$ cat src/rtl/uart_mmio_ctrl.sv
// Memory-mapped 8N1 UART for the RV32I data bus; read data is combinational.
// Define UART_PARITY_EN to add an even-parity bit (11-bit frames) and a sticky parity_err.
module uart_mmio_ctrl #(
  parameter int CLKS_PER_BIT = 434,
  parameter int DATA_W       = 32
) (
  input  logic              clk,
  input  logic              rst,
  input  logic [31:0]       addr,
  input  logic [DATA_W-1:0] wdata,
  input  logic              we,
  input  logic              re,
  output logic [DATA_W-1:0] rdata,
  output logic              sel,
  output logic              uart_tx,
  input  logic              uart_rx
);

  // Same values as the mem_pkg UART constants used by the core's address decode.
  localparam logic [31:0] UART_TX_ADDR      = 32'h1001_0300;
  localparam logic [31:0] UART_RX_ADDR      = 32'h1001_0304;
  localparam logic [31:0] UART_BUSY_ADDR    = 32'h1001_0308;
  localparam logic [31:0] UART_RX_DONE_ADDR = 32'h1001_030c;

  localparam int              CNT_W    = $clog2(CLKS_PER_BIT);
  localparam logic [CNT_W-1:0] CNT_ZERO = CNT_W'(0);
  localparam logic [CNT_W-1:0] CNT_ONE  = CNT_W'(1);
  localparam logic [CNT_W-1:0] CNT_LAST = CNT_W'(CLKS_PER_BIT - 1);
  localparam logic [CNT_W-1:0] CNT_HALF = CNT_W'(CLKS_PER_BIT / 2 - 1);

  typedef enum logic [2:0] {
    ST_IDLE  = 3'd0,
    ST_START = 3'd1,
    ST_DATA  = 3'd2,
    ST_PAR   = 3'd3,
    ST_STOP  = 3'd4
  } state_e;

`ifdef UART_PARITY_EN
  function automatic logic even_parity(input logic [7:0] b);
    return ^b;
  endfunction
`endif

  logic hit_tx, hit_rx, hit_busy, hit_done;
  logic unused_wdata;

  assign hit_tx   = (addr == UART_TX_ADDR);
  assign hit_rx   = (addr == UART_RX_ADDR);
  assign hit_busy = (addr == UART_BUSY_ADDR);
  assign hit_done = (addr == UART_RX_DONE_ADDR);
  assign sel      = hit_tx | hit_rx | hit_busy | hit_done;
  assign unused_wdata = ^wdata[DATA_W-1:8];

  // ---------------- TX path ----------------
  state_e           tx_state_q, tx_state_d;
  logic [CNT_W-1:0] tx_cnt_q, tx_cnt_d;
  logic [2:0]       tx_idx_q, tx_idx_d;
  logic [7:0]       tx_shift_q, tx_shift_d;
  logic             uart_tx_q, uart_tx_d;
  logic             busy_q, busy_d;
  logic             tx_bit_end;
  logic             tx_start;
`ifdef UART_PARITY_EN
  logic             tx_par_q, tx_par_d;
`endif

  assign tx_bit_end = (tx_cnt_q == CNT_LAST);
  assign tx_start   = we & hit_tx & ~busy_q;
  assign uart_tx    = uart_tx_q;

  always_comb begin
    tx_state_d = tx_state_q;
    tx_cnt_d   = tx_cnt_q;
    tx_idx_d   = tx_idx_q;
    tx_shift_d = tx_shift_q;
    uart_tx_d  = uart_tx_q;
    busy_d     = busy_q;
`ifdef UART_PARITY_EN
    tx_par_d   = tx_par_q;
`endif
    case (tx_state_q)
      ST_IDLE: begin
        if (tx_start) begin
          tx_shift_d = wdata[7:0];
`ifdef UART_PARITY_EN
          tx_par_d   = even_parity(wdata[7:0]);
`endif
          tx_cnt_d   = CNT_ZERO;
          uart_tx_d  = 1'b0;
          busy_d     = 1'b1;
          tx_state_d = ST_START;
        end else begin
          uart_tx_d  = 1'b1;
          busy_d     = 1'b0;
        end
      end
      ST_START: begin
        if (tx_bit_end) begin
          tx_cnt_d   = CNT_ZERO;
          tx_idx_d   = 3'd0;
          uart_tx_d  = tx_shift_q[0];
          tx_state_d = ST_DATA;
        end else begin
          tx_cnt_d   = tx_cnt_q + CNT_ONE;
        end
      end
      ST_DATA: begin
        if (tx_bit_end) begin
          tx_cnt_d = CNT_ZERO;
          if (tx_idx_q == 3'd7) begin
`ifdef UART_PARITY_EN
            uart_tx_d  = tx_par_q;
            tx_state_d = ST_PAR;
`else
            uart_tx_d  = 1'b1;
            tx_state_d = ST_STOP;
`endif
          end else begin
            // Shift register walks the byte LSB first; bit [1] is the next bit out.
            tx_idx_d   = tx_idx_q + 3'd1;
            tx_shift_d = {1'b0, tx_shift_q[7:1]};
            uart_tx_d  = tx_shift_q[1];
          end
        end else begin
          tx_cnt_d = tx_cnt_q + CNT_ONE;
        end
      end
`ifdef UART_PARITY_EN
      ST_PAR: begin
        if (tx_bit_end) begin
          tx_cnt_d   = CNT_ZERO;
          uart_tx_d  = 1'b1;
          tx_state_d = ST_STOP;
        end else begin
          tx_cnt_d   = tx_cnt_q + CNT_ONE;
        end
      end
`endif
      ST_STOP: begin
        if (tx_bit_end) begin
          tx_cnt_d   = CNT_ZERO;
          busy_d     = 1'b0;
          tx_state_d = ST_IDLE;
        end else begin
          tx_cnt_d   = tx_cnt_q + CNT_ONE;
        end
      end
      default: begin
        tx_cnt_d   = CNT_ZERO;
        uart_tx_d  = 1'b1;
        busy_d     = 1'b0;
        tx_state_d = ST_IDLE;
      end
    endcase
  end

  always_ff @(posedge clk) begin
    if (rst) begin
      tx_state_q <= ST_IDLE;
      tx_cnt_q   <= CNT_ZERO;
      tx_idx_q   <= 3'd0;
      tx_shift_q <= 8'h00;
      uart_tx_q  <= 1'b1;
      busy_q     <= 1'b0;
`ifdef UART_PARITY_EN
      tx_par_q   <= 1'b0;
`endif
    end else begin
      tx_state_q <= tx_state_d;
      tx_cnt_q   <= tx_cnt_d;
      tx_idx_q   <= tx_idx_d;
      tx_shift_q <= tx_shift_d;
      uart_tx_q  <= uart_tx_d;
      busy_q     <= busy_d;
`ifdef UART_PARITY_EN
      tx_par_q   <= tx_par_d;
`endif
    end
  end

  // ---------------- RX path ----------------
  state_e           rx_state_q, rx_state_d;
  logic [CNT_W-1:0] rx_cnt_q, rx_cnt_d;
  logic [2:0]       rx_idx_q, rx_idx_d;
  logic [7:0]       rx_shift_q, rx_shift_d;
  logic [7:0]       rx_data_q, rx_data_d;
  logic             rx_done_q, rx_done_d;
  logic [1:0]       rx_sync_q;
  logic             rx_prev_q;
  logic             rxs, rx_bit_end, rx_load, rx_clear;
  logic             parity_err_rd;
`ifdef UART_PARITY_EN
  logic             rx_par_bad_q, rx_par_bad_d;
  logic             parity_err_q, parity_err_d;
  logic             rx_par_set;
`endif

  assign rxs        = rx_sync_q[1];
  assign rx_bit_end = (rx_cnt_q == CNT_LAST);
  assign rx_clear   = (re & hit_rx) | (we & hit_done);

  always_comb begin
    rx_state_d = rx_state_q;
    rx_cnt_d   = rx_cnt_q;
    rx_idx_d   = rx_idx_q;
    rx_shift_d = rx_shift_q;
    rx_load    = 1'b0;
`ifdef UART_PARITY_EN
    rx_par_bad_d = rx_par_bad_q;
    rx_par_set   = 1'b0;
`endif
    case (rx_state_q)
      ST_IDLE: begin
        if (rx_prev_q && !rxs) begin
          rx_cnt_d   = CNT_ZERO;
          rx_state_d = ST_START;
        end else begin
          rx_cnt_d   = CNT_ZERO;
        end
      end
      ST_START: begin
        // Re-check the start bit at its midpoint to reject short glitches.
        if (rx_cnt_q == CNT_HALF) begin
          rx_cnt_d   = CNT_ZERO;
          rx_idx_d   = 3'd0;
          rx_state_d = rxs ? ST_IDLE : ST_DATA;
        end else begin
          rx_cnt_d   = rx_cnt_q + CNT_ONE;
        end
      end
      ST_DATA: begin
        if (rx_bit_end) begin
          rx_cnt_d   = CNT_ZERO;
          rx_shift_d = {rxs, rx_shift_q[7:1]};
          if (rx_idx_q == 3'd7) begin
`ifdef UART_PARITY_EN
            rx_state_d = ST_PAR;
`else
            rx_state_d = ST_STOP;
`endif
          end else begin
            rx_idx_d   = rx_idx_q + 3'd1;
          end
        end else begin
          rx_cnt_d = rx_cnt_q + CNT_ONE;
        end
      end
`ifdef UART_PARITY_EN
      ST_PAR: begin
        if (rx_bit_end) begin
          rx_cnt_d     = CNT_ZERO;
          rx_par_bad_d = (rxs != even_parity(rx_shift_q));
          rx_par_set   = (rxs != even_parity(rx_shift_q));
          rx_state_d   = ST_STOP;
        end else begin
          rx_cnt_d     = rx_cnt_q + CNT_ONE;
        end
      end
`endif
      ST_STOP: begin
        if (rx_bit_end) begin
          rx_cnt_d   = CNT_ZERO;
`ifdef UART_PARITY_EN
          rx_load    = rxs & ~rx_par_bad_q;
          rx_par_bad_d = 1'b0;
`else
          rx_load    = rxs;
`endif
          rx_state_d = ST_IDLE;
        end else begin
          rx_cnt_d   = rx_cnt_q + CNT_ONE;
        end
      end
      default: begin
        rx_cnt_d   = CNT_ZERO;
        rx_state_d = ST_IDLE;
      end
    endcase
  end

  // A completing byte takes priority over a same-cycle clear.
  always_comb begin
    rx_data_d = rx_load ? rx_shift_q : rx_data_q;
    if (rx_load) begin
      rx_done_d = 1'b1;
    end else if (rx_clear) begin
      rx_done_d = 1'b0;
    end else begin
      rx_done_d = rx_done_q;
    end
`ifdef UART_PARITY_EN
    if (rx_par_set) begin
      parity_err_d = 1'b1;
    end else if (we && hit_done) begin
      parity_err_d = 1'b0;
    end else begin
      parity_err_d = parity_err_q;
    end
    parity_err_rd = parity_err_q;
`else
    parity_err_rd = 1'b0;
`endif
  end

  always_ff @(posedge clk) begin
    if (rst) begin
      rx_state_q <= ST_IDLE;
      rx_cnt_q   <= CNT_ZERO;
      rx_idx_q   <= 3'd0;
      rx_shift_q <= 8'h00;
      rx_data_q  <= 8'h00;
      rx_done_q  <= 1'b0;
      rx_sync_q  <= 2'b11;
      rx_prev_q  <= 1'b1;
`ifdef UART_PARITY_EN
      rx_par_bad_q <= 1'b0;
      parity_err_q <= 1'b0;
`endif
    end else begin
      rx_state_q <= rx_state_d;
      rx_cnt_q   <= rx_cnt_d;
      rx_idx_q   <= rx_idx_d;
      rx_shift_q <= rx_shift_d;
      rx_data_q  <= rx_data_d;
      rx_done_q  <= rx_done_d;
      rx_sync_q  <= {rx_sync_q[0], uart_rx};
      rx_prev_q  <= rxs;
`ifdef UART_PARITY_EN
      rx_par_bad_q <= rx_par_bad_d;
      parity_err_q <= parity_err_d;
`endif
    end
  end

  // Load data mux; TX_ADDR and unmatched addresses read as zero.
  always_comb begin
    if (re) begin
      case (addr)
        UART_RX_ADDR:      rdata = {24'h00_0000, rx_data_q};
        UART_BUSY_ADDR:    rdata = {31'h0000_0000, busy_q};
        UART_RX_DONE_ADDR: rdata = {30'h0000_0000, parity_err_rd, rx_done_q};
        default:           rdata = 32'h0000_0000;
      endcase
    end else begin
      rdata = 32'h0000_0000;
    end
  end

endmodule

$ cat config.mk
export PLATFORM = sky130hd
export DESIGN_NAME = uart_mmio_ctrl
export DESIGN_NICKNAME = d
export VERILOG_FILES = /design/src/rtl/uart_mmio_ctrl.sv
export SDC_FILE = /design/constraint.sdc
export NUM_CORES = 1
export LEC_CHECK = 0
export BUFFER_PORTS_ARGS = -buffer_cell sky130_fd_sc_hd__buf_2
export CORE_MARGIN = 2
export CORE_UTILIZATION = 51
export CTS_BUF_LIST = sky130_fd_sc_hd__clkbuf_8 sky130_fd_sc_hd__clkbuf_16
export DETAILED_ROUTE_END_ITERATION = 10
export GPL_ROUTABILITY_DRIVEN = 0
export GPL_TIMING_DRIVEN = 0
export PLACE_DENSITY = 0.87
export SLEW_MARGIN = 20
export SYNTH_ARGS = -nofsm -noshare
export SYNTH_HDL_FRONTEND = slang
export SYNTH_SLANG_ARGS = --single-unit
export TNS_END_PERCENT = 1
$ cat constraint.sdc
create_clock -name clk -period 2.5 [get_ports clk]
set_clock_uncertainty 0.15 [all_clocks]
set_input_delay 0.375 -clock clk [delete_from_list [all_inputs] [get_ports clk]]
set_output_delay 0.375 -clock clk [all_outputs]
set_load 0.01 [all_outputs]
* Word level (Yosys, flattened, before mapping) *
Index checks and enable logic that the tools add are counted.
Widths: inputs -> output; s select.

word-level totals
  register bits after elaboration = 60
  bits in latches = 0
  bits in writable memories = 0
  ROM bits = 0
  output and inout bits = 34
  logic and storage cells = 119
  memories kept = 0

operators by class
  add/subtract/negate cells = 4
  multiply operators = 0
  divide/modulo/power cells = 0
  $lt $le $gt $ge = 0
  equality and inequality tests = 27
  shift-type cells = 0
  muxes and demuxes = 44
  bitwise gates (word level) = 11
  reductions and logical operators = 19

operator list
  kind                  number
  $eq 32x29->1 const B  4
  $mux 3                15
  $mux 9                4
  $pmux 9 s2            2
  $mux 32               1
  $mux 8                3
  $ne 2x2->1 const B    12
  $pmux 3 s4            2
  $pmux 8 s3            1
  $add 9x1->9 const B   2
  $eq 9x9->1 const B    2
  $pmux 8 s2            1
  $eq 3x3->1 const B    4
  $pmux 3 s2            2
  $reduce_and 4->1      3
  $mux 1                10
  $reduce_and 5->1      2
  $eq 9x8->1 const B    1
  $reduce_bool 2->1     4
  $add 3x1->3 const B   2
  $eq 3x1->1 const B    2
  $eq 3x2->1 const B    2
  $logic_not 3->1       2
  $and 1x1->1           4
  other kinds (11)      18

* Longest topological paths before layout *
Gate-level depths: netlist of the first run.

  word-level depth = 5
  gate-level depth with buffers = 9

* Worst setup path before layout of the first run *
Ideal clock, no wire load.

  path kind = input -> output
  start = in addr[26]
  end = out rdata[1]
  arrival = 1681 ps
  required time = 1975 ps
  path slack = 294 ps
  stages on the path = 4
  path buffers = 0
  cell sequence = nor4b_1 > nand4_1 > nor4_1 > and2_1

between the ends
  longest elaborated chain between the ends = 3
  elaborated cells between the ends (all ways) = 5
  those cells by class = eq/ne: 3; mux: 2

ends and longest elaborated chain
  what          RTL line  text
  from (decl)   9         input logic [31:0] addr,
  $eq 32x29->1  339       case (addr)
  $pmux 8 s3 *  339
  $mux 32 *     338       if (re) begin
  to (decl)     13        output logic [DATA_W-1:0] rdata,

Mark *: on every way between the ends. The rest lies on a longest branch, timed or not.

* Worst setup path after layout of the first run *
  start = in addr[18]
  end = out rdata[0]

Same word-level chain as after synthesis.

==> flow_summary.json, run 1 <==
{
  "ys.flop_type": "dfxtp_1",
  "min-delay-path-class": "input port to flip-flop",
  "outcome": "finished, final reports clean",
  "arrival_ps": 1820,
  "tightest_slew_ps": 589,
  "cp-start-kind": "input port",
  "area_delta_synth_final_pct": 20.7,
  "start_util": 0.530,
  "cp.depth": 7,
  "clkSlewWorstSetupHoldPaths_ps": 60,
  "crit_path_end_kind": "primary output",
  "crit_type": "input port to primary output",
  "track_usage": 0.201,
  "worst_r2r_path_depth": 8,
  "numCtsBuffers": 9,
  "fin_ws_ps": 154,
  "portBuffers": 53,
  "synth.distinct_cells": 56,
  "setup-violations-final": 0,
  "seq_area_frac_synth": 0.380,
  "worstPathRequired_ps": 1980,
  "p_leak_nw": 1.76,
  "row_count": 28,
  "p_total_mw": 1.82,
  "die_x_um": 82.7,
  "synth.avg_cell_area_sq_um": 8.60,
  "cpPeakStageDelay_ps": 350,
  "grt_max_degree": 11,
  "peakVddDrop_mv": 0.364,
  "first_iter_violations": 72,
  "htreeDepth": 3,
  "ys_async_sr_fraction": 0,
  "path_delay_family": "simple AND/OR/NAND/NOR gates",
  "ant_nets": 0,
  "hold_viol_final": 0,
  "route.detailed.drc": 0,
  "coreArea_sq_mm": 0.00596,
  "cts_root_buf": "clkbuf_8",
  "grt_setup_unrepaired": "false",
  "cts_buffer_depth": 2,
  "clk_latency_ps": 340,
  "crit_slowest_cell": "nor2_1",
  "die_area_sq_mm": 0.00684,
  "timing.critical_path.buf_inv": 2,
  "place_ws_ps": -473,
  "firstDrtPassIters": 4,
  "diodes": 0,
  "tritoncts": "yes",
  "powerDensity_mw_per_mm2": 477,
  "vias_per_cell": 5.29,
  "synth_edf_count": 0,
  "relSlewSlack": 0.605,
  "min_period_ps": 2350,
  "regArea_sq_mm": 0.00120,
  "fillerInstances": 509,
  "ys_seq_elements": 60,
  "grt_pass1_vias": 2577,
  "max_freq_mhz": 426,
  "netlist_area_sq_mm": 0.00316,
  "drt-total-wl_mm": 6.67,
  "synthCells": 367,
  "cap_violations": 0,
  "drt-wirelength-per-cell_um": 12.4,
  "io_pins": 103,
  "ys_warn_count": 0,
  "clock-sinks": 60,
  "fp.dieH_um": 82.7,
  "drive_above_1_share": 0.238,
  "vias": 2840,
  "fin_crit_sh": 0.938,
  "overflow": 0,
  "fin_nets": 535,
  "drv_slew": 0,
  "grt_pass1_wl_mm": 10.5,
  "whs_path_depth": 2,
  "cp_max_fo": 5,
  "multi_input_area_sq_mm": 0.00176,
  "antenna_found_initial": 0,
  "cp_cell_sequence": "buf_2 -> nor4_1 -> nand4_1 -> nor2_1 -> nand4_1 -> nand2_1 -> buf_2",
  "dp_hpwl_mm": 4.86
}
==> Yosys cell counts (3+ instances only) <==
cell type	instances	area share
or4_1	4	0.0095
nand2_1	30	0.036
xnor2_1	3	0.0083
clkbuf_1	8	0.0095
dfxtp_1	60	0.38
nand4_1	7	0.014
nand2b_1	9	0.018
and3_1	3	0.0059
buf_4	24	0.057
nor4_1	8	0.016
xor2_1	7	0.019
buf_6	3	0.011
or2_2	3	0.0059
o21ai_0	4	0.0063
nor2b_1	3	0.0059
a21oi_1	33	0.052
buf_2	3	0.0048
nor3_1	9	0.014
nor4b_1	6	0.017
and2_1	9	0.018
nand3_1	13	0.021
o31ai_1	7	0.017
mux2i_1	21	0.067
ha_1	9	0.036
a31oi_1	5	0.0099
inv_1	8	0.0095
nor2_1	33	0.039
==> where the power goes <==
| group | total (mW) | internal (mW) | switching, mW |
|---|---|---|---|
| logic | 0.126 | 0.0646 | 0.0612 |
| clock network | 0.725 | 0.368 | 0.357 |
| registers | 0.965 | 0.960 | 0.00494 |
==> sequential cells by signal (all words and copies together), names as in the netlist, 8 cells and up <==
| register | flops |
|---|---|
| rx_cnt_q | 9 |
| rx_data_q | 8 |
| rx_shift_q | 8 |
| tx_cnt_q | 9 |
| tx_shift_q | 8 |
==> cell usage in the layout, fill, tap and decap left out, types with 6 or more instances in the layout <==
master / Yosys / layout
a21oi_1: 33 / 33
and2_1: 9 / 9
buf_2: 3 / 56
buf_4: 24 / 27
clkbuf_1: 8 / 8
clkbuf_8: 1 / 11
conb_1: 1 / 24
dfxtp_1: 60 / 60
ha_1: 9 / 9
inv_1: 8 / 13
mux2i_1: 21 / 21
nand2_1: 30 / 30
nand2b_1: 9 / 9
nand3_1: 13 / 13
nand4_1: 7 / 7
nor2_1: 33 / 33
nor3_1: 9 / 9
nor4_1: 8 / 6
nor4b_1: 6 / 6
o31ai_1: 7 / 7
xor2_1: 7 / 7
==> path summary, 6_finish.rpt <==
check | start | endpoint | slack [ps]
setup / recovery | addr[18] | rdata[0] | 150
hold / removal | uart_rx | rx_sync_q[0]$_SDFF_PP1_ | 60
setup reg to reg | tx_cnt_q[0]$_SDFFE_PP0P_ | tx_shift_q[2]$_SDFFE_PP0P_ | 180
hold reg to reg | rx_sync_q[0]$_SDFF_PP1_ | rx_sync_q[1]$_SDFF_PP1_ | 260
==> layout make-up <==
type	instances	share of cell area
repair buffers	56	0.0755
inverters	8	0.00788
plain buffers	39	0.0716
multi-input cells	283	0.462
well taps	75	0.0246
flip-flops and latches	60	0.315
clock inverters	6	0.00690
clock buffers	10	0.0361
==> cell families after synthesis <==
kind of cell / Yosys count / share of synthesized area
flops: 60 / 0.380
xor+xnor: 10 / 0.0277
compound gates: 67 / 0.132
buf+inv: 47 / 0.0959
other cells: 1 / 0.00119
mux: 22 / 0.0702
fa+ha+maj: 9 / 0.0357
simple gates: 151 / 0.257
==> timing repair <==
item,CTS,global route
resized for setup,2,1
pin swaps,1,2
setup buffers,0,3
setup endpoints to repair,8,10
hold buffers,0,0
hold endpoints to repair,0,0
==> per-stage QoR <==
stage / TNS, ps / hold slack [ps] / utilization / std cells / cell area (sq um)
3_5_place_dp: -3570 / 248 / 0.605 / 518 / 3600
5_1_grt: 0 / 68.2 / 0.640 / 537 / 3810
4_1_cts: 0 / 56.6 / 0.635 / 534 / 3780
3_3_place_gp: -3350 / 241 / 0.605 / 518 / 3600
2_1_floorplan: 0 / 239 / - / 390 / 3240
6_report: 0 / 62.8 / 0.640 / 537 / 3810
==> routing by layer <==
| layer | global-route usage | wire length (um) | vias to the layer above |
|---|---|---|---|
| li1 | - | - | 1443 |
| met1 | 0.223 | 2830 | 1297 |
| met2 | 0.359 | 3250 | 88 |
| met3 | 0.0511 | 459 | 12 |
| met4 | 0.0902 | 135 | 0 |
| met5 | 0 | 0 | - |
==> worst reg2reg max path, cell delays in order (launching register included) <==
cell and delay (ps):
dfxtp_1 410, ha_1 180, nand4_1 140, or4_1 440, buf_6 160, nor3_4 350, or2_1 180, buf_6 120
a21oi_1 70
No activity file was read; power rests on OpenSTA's default activity.
==> run 2: changes to the inputs <==
--- a/config.mk
+++ b/config.mk
@@ -13,6 +13,7 @@
 export GPL_ROUTABILITY_DRIVEN = 0
 export GPL_TIMING_DRIVEN = 0
 export PLACE_DENSITY = 0.87
+export SETUP_SLACK_MARGIN = 0.4
 export SLEW_MARGIN = 20
 export SYNTH_ARGS = -nofsm -noshare
 export SYNTH_HDL_FRONTEND = slang
==> flow_summary.json, run 2 (same netlist as run 1, synthesis figures left out) <==
{
  "powerDensity_mw_per_mm2": 498,
  "reg2reg_slack_ps": 320,
  "highest_layer": "met4",
  "overflow": 0,
  "timing.critical_path.buf_inv": 4,
  "arrival_ps": 1740,
  "setup-violations-final": 0,
  "p_sw_frac": 0.224,
  "fillerInstances": 428,
  "clk_latency_ps": 350,
  "vias_per_cell": 5.37,
  "min-delay-path-class": "input port to flip-flop",
  "min_to": "rx_sync_q[0]$_SDFF_PP1_",
  "seqPwrFrac": 0.463,
  "power.switching_mw": 0.466,
  "regArea_sq_mm": 0.00120,
  "dp_hpwl_mm": 4.78,
  "grt_setup_unrepaired": "true",
  "outcome": "finished, final reports clean",
  "wl_met2_mm": 3.93,
  "timing.rr.start": "tx_cnt_q[1]$_SDFFE_PP0P_",
  "vias": 2928,
  "min_period_ps": 2270,
  "die_area_sq_mm": 0.00684,
  "cp_common_cell": "buf_6",
  "cap_violations": 0,
  "top_regs": "rx_cnt_q (9), tx_cnt_q (9)",
  "worst_r2r_path_depth": 9,
  "hold_start": "uart_rx",
  "die_x_um": 82.7,
  "max_freq_mhz": 441,
  "tritoncts": "yes",
  "cts_root_buf": "clkbuf_8",
  "clock_power_share": 0.462,
  "multi_input_area_sq_mm": 0.00190,
  "crit_path_end_kind": "primary output",
  "drt-wirelength-per-cell_um": 14.2,
  "fin_util": 0.704,
  "path_delay_family": "simple AND/OR/NAND/NOR gates",
  "numCtsBuffers": 9,
  "grt_max_degree": 11,
  "final_cells": 545,
  "clkSlewWorstSetupHoldPaths_ps": 70,
  "placedCellCount": 518,
  "layout_common_cells": "57 x dfxtp_1, 38 x buf_2, 33 x a21oi_1, 33 x buf_4, 32 x nor2_1",
  "ctsHoldBuffers": 0,
  "htreeDepth": 3,
  "drive_above_1_share": 0.304,
  "firstDrtPassIters": 4,
  "drt-total-wl_mm": 7.72,
  "hold_viol_final": 0,
  "cpPeakStageDelay_ps": 270,
  "route.detailed.drc": 0,
  "tightest_slew_ps": 497,
  "cp_max_fo": 8,
  "fin_crit_sh": 0.906,
  "io_pins": 103,
  "portBuffers": 53,
  "crit_type": "input port to primary output",
  "cp-start-kind": "input port",
  "track_usage": 0.206,
  "grt_pass1_wl_mm": 10.6,
  "worstPathRequired_ps": 1980,
  "wl_met3_um": 615,
  "fin_nets": 543,
  "wl_met1_mm": 3.05,
  "grt_pass1_vias": 2467,
  "relSlewSlack": 0.664,
  "whs_path_depth": 2,
  "p_leak_nw": 1.89,
  "ant_nets": 0,
  "internal_power_mw": 1.62,
  "start_util": 0.530,
  "crit_slowest_cell": "nor4b_2",
  "rr_endpoint": "tx_cnt_q[7]$_SDFFE_PP0P_",
  "row_count": 28,
  "drv_slew": 0,
  "antenna_found_initial": 0,
  "setup_tns_ps": 0,
  "first_iter_violations": 120,
  "cp_cell_sequence": "buf_2 -> nor4b_2 -> nand4_1 -> buf_6 -> nor4_4 -> buf_6 -> and2_4 -> buf_6",
  "area_delta_synth_final_pct": 32.7,
  "peakVddDrop_mv": 0.354,
  "layout_commonest_cell": "dfxtp_1",
  "diodes": 0,
  "combPwrFrac": 0.075,
  "cts_buffer_depth": 2,
  "coreArea_sq_mm": 0.00596,
  "clock-sinks": 60,
  "fp.dieH_um": 82.7
}
==> run 2: stage by stage <==
| step | hold WS, ps | worst slack, ps | cell area (sq um) | power (mW) |
|---|---|---|---|---|
| 2_1_floorplan | 239 | 440 | 3250 | 1.06 |
| 3_3_place_gp | 241 | -146 | 3610 | 1.11 |
| 3_5_place_dp | 249 | -193 | 3610 | 1.11 |
| 4_1_cts | 43.8 | 167 | 3870 | 2.06 |
| 5_1_grt | 49.3 | 160 | 4190 | 2.16 |
| 6_report | 49.6 | 235 | 4190 | 2.09 |
==> run 2: cell type report <==
cell class / count / share of cell area
Tap cell: 75 / 0.0224
Inverter: 8 / 0.00717
Multi-Input combinational cell: 283 / 0.454
Buffer: 39 / 0.0651
Clock inverter: 6 / 0.0191
Timing Repair Buffer: 64 / 0.112
Sequential cell: 60 / 0.288
Clock buffer: 10 / 0.0328
==> run 2: worst max path at each step <==
stage,startpoint,to,slack [ps],cells past startpoint
2_1_floorplan,addr[26],rdata[1],440,4
3_3_place_gp,addr[26],rdata[7],-150,6
3_5_place_dp,addr[26],rdata[7],-190,6
4_1_cts,tx_cnt_q[0]$_SDFFE_PP0P_,tx_cnt_q[7]$_SDFFE_PP0P_,170,6
5_1_grt,addr[7],rdata[1],160,8
6_report,addr[19],rdata[7],230,8
==> run 2: timing repair <==
item | CTS | global route
buffers inserted | 5 | 6
pin swaps | 3 | 18
resized for setup | 2 | 51
setup endpoints to repair | 37 | 62
==> run 2: power groups by stage <==
| stage | logic (mW) | registers (mW) | clock network [mW] |
|---|---|---|---|
| global placement | 0.121 | 0.986 | 0 |
| floorplan | 0.0793 | 0.985 | 0 |
| finish | 0.157 | 0.965 | 0.964 |
| CTS | 0.125 | 0.964 | 0.971 |
| detailed placement | 0.124 | 0.986 | 0 |
| global route | 0.172 | 0.965 | 1.02 |
==> run 2: routing by layer <==
layer,GRT usage,vias up
met1,0.239,1334
met3,0.0554,15
li1,-,1454
met2,0.349,125
met5,0,-
met4,0.103,0
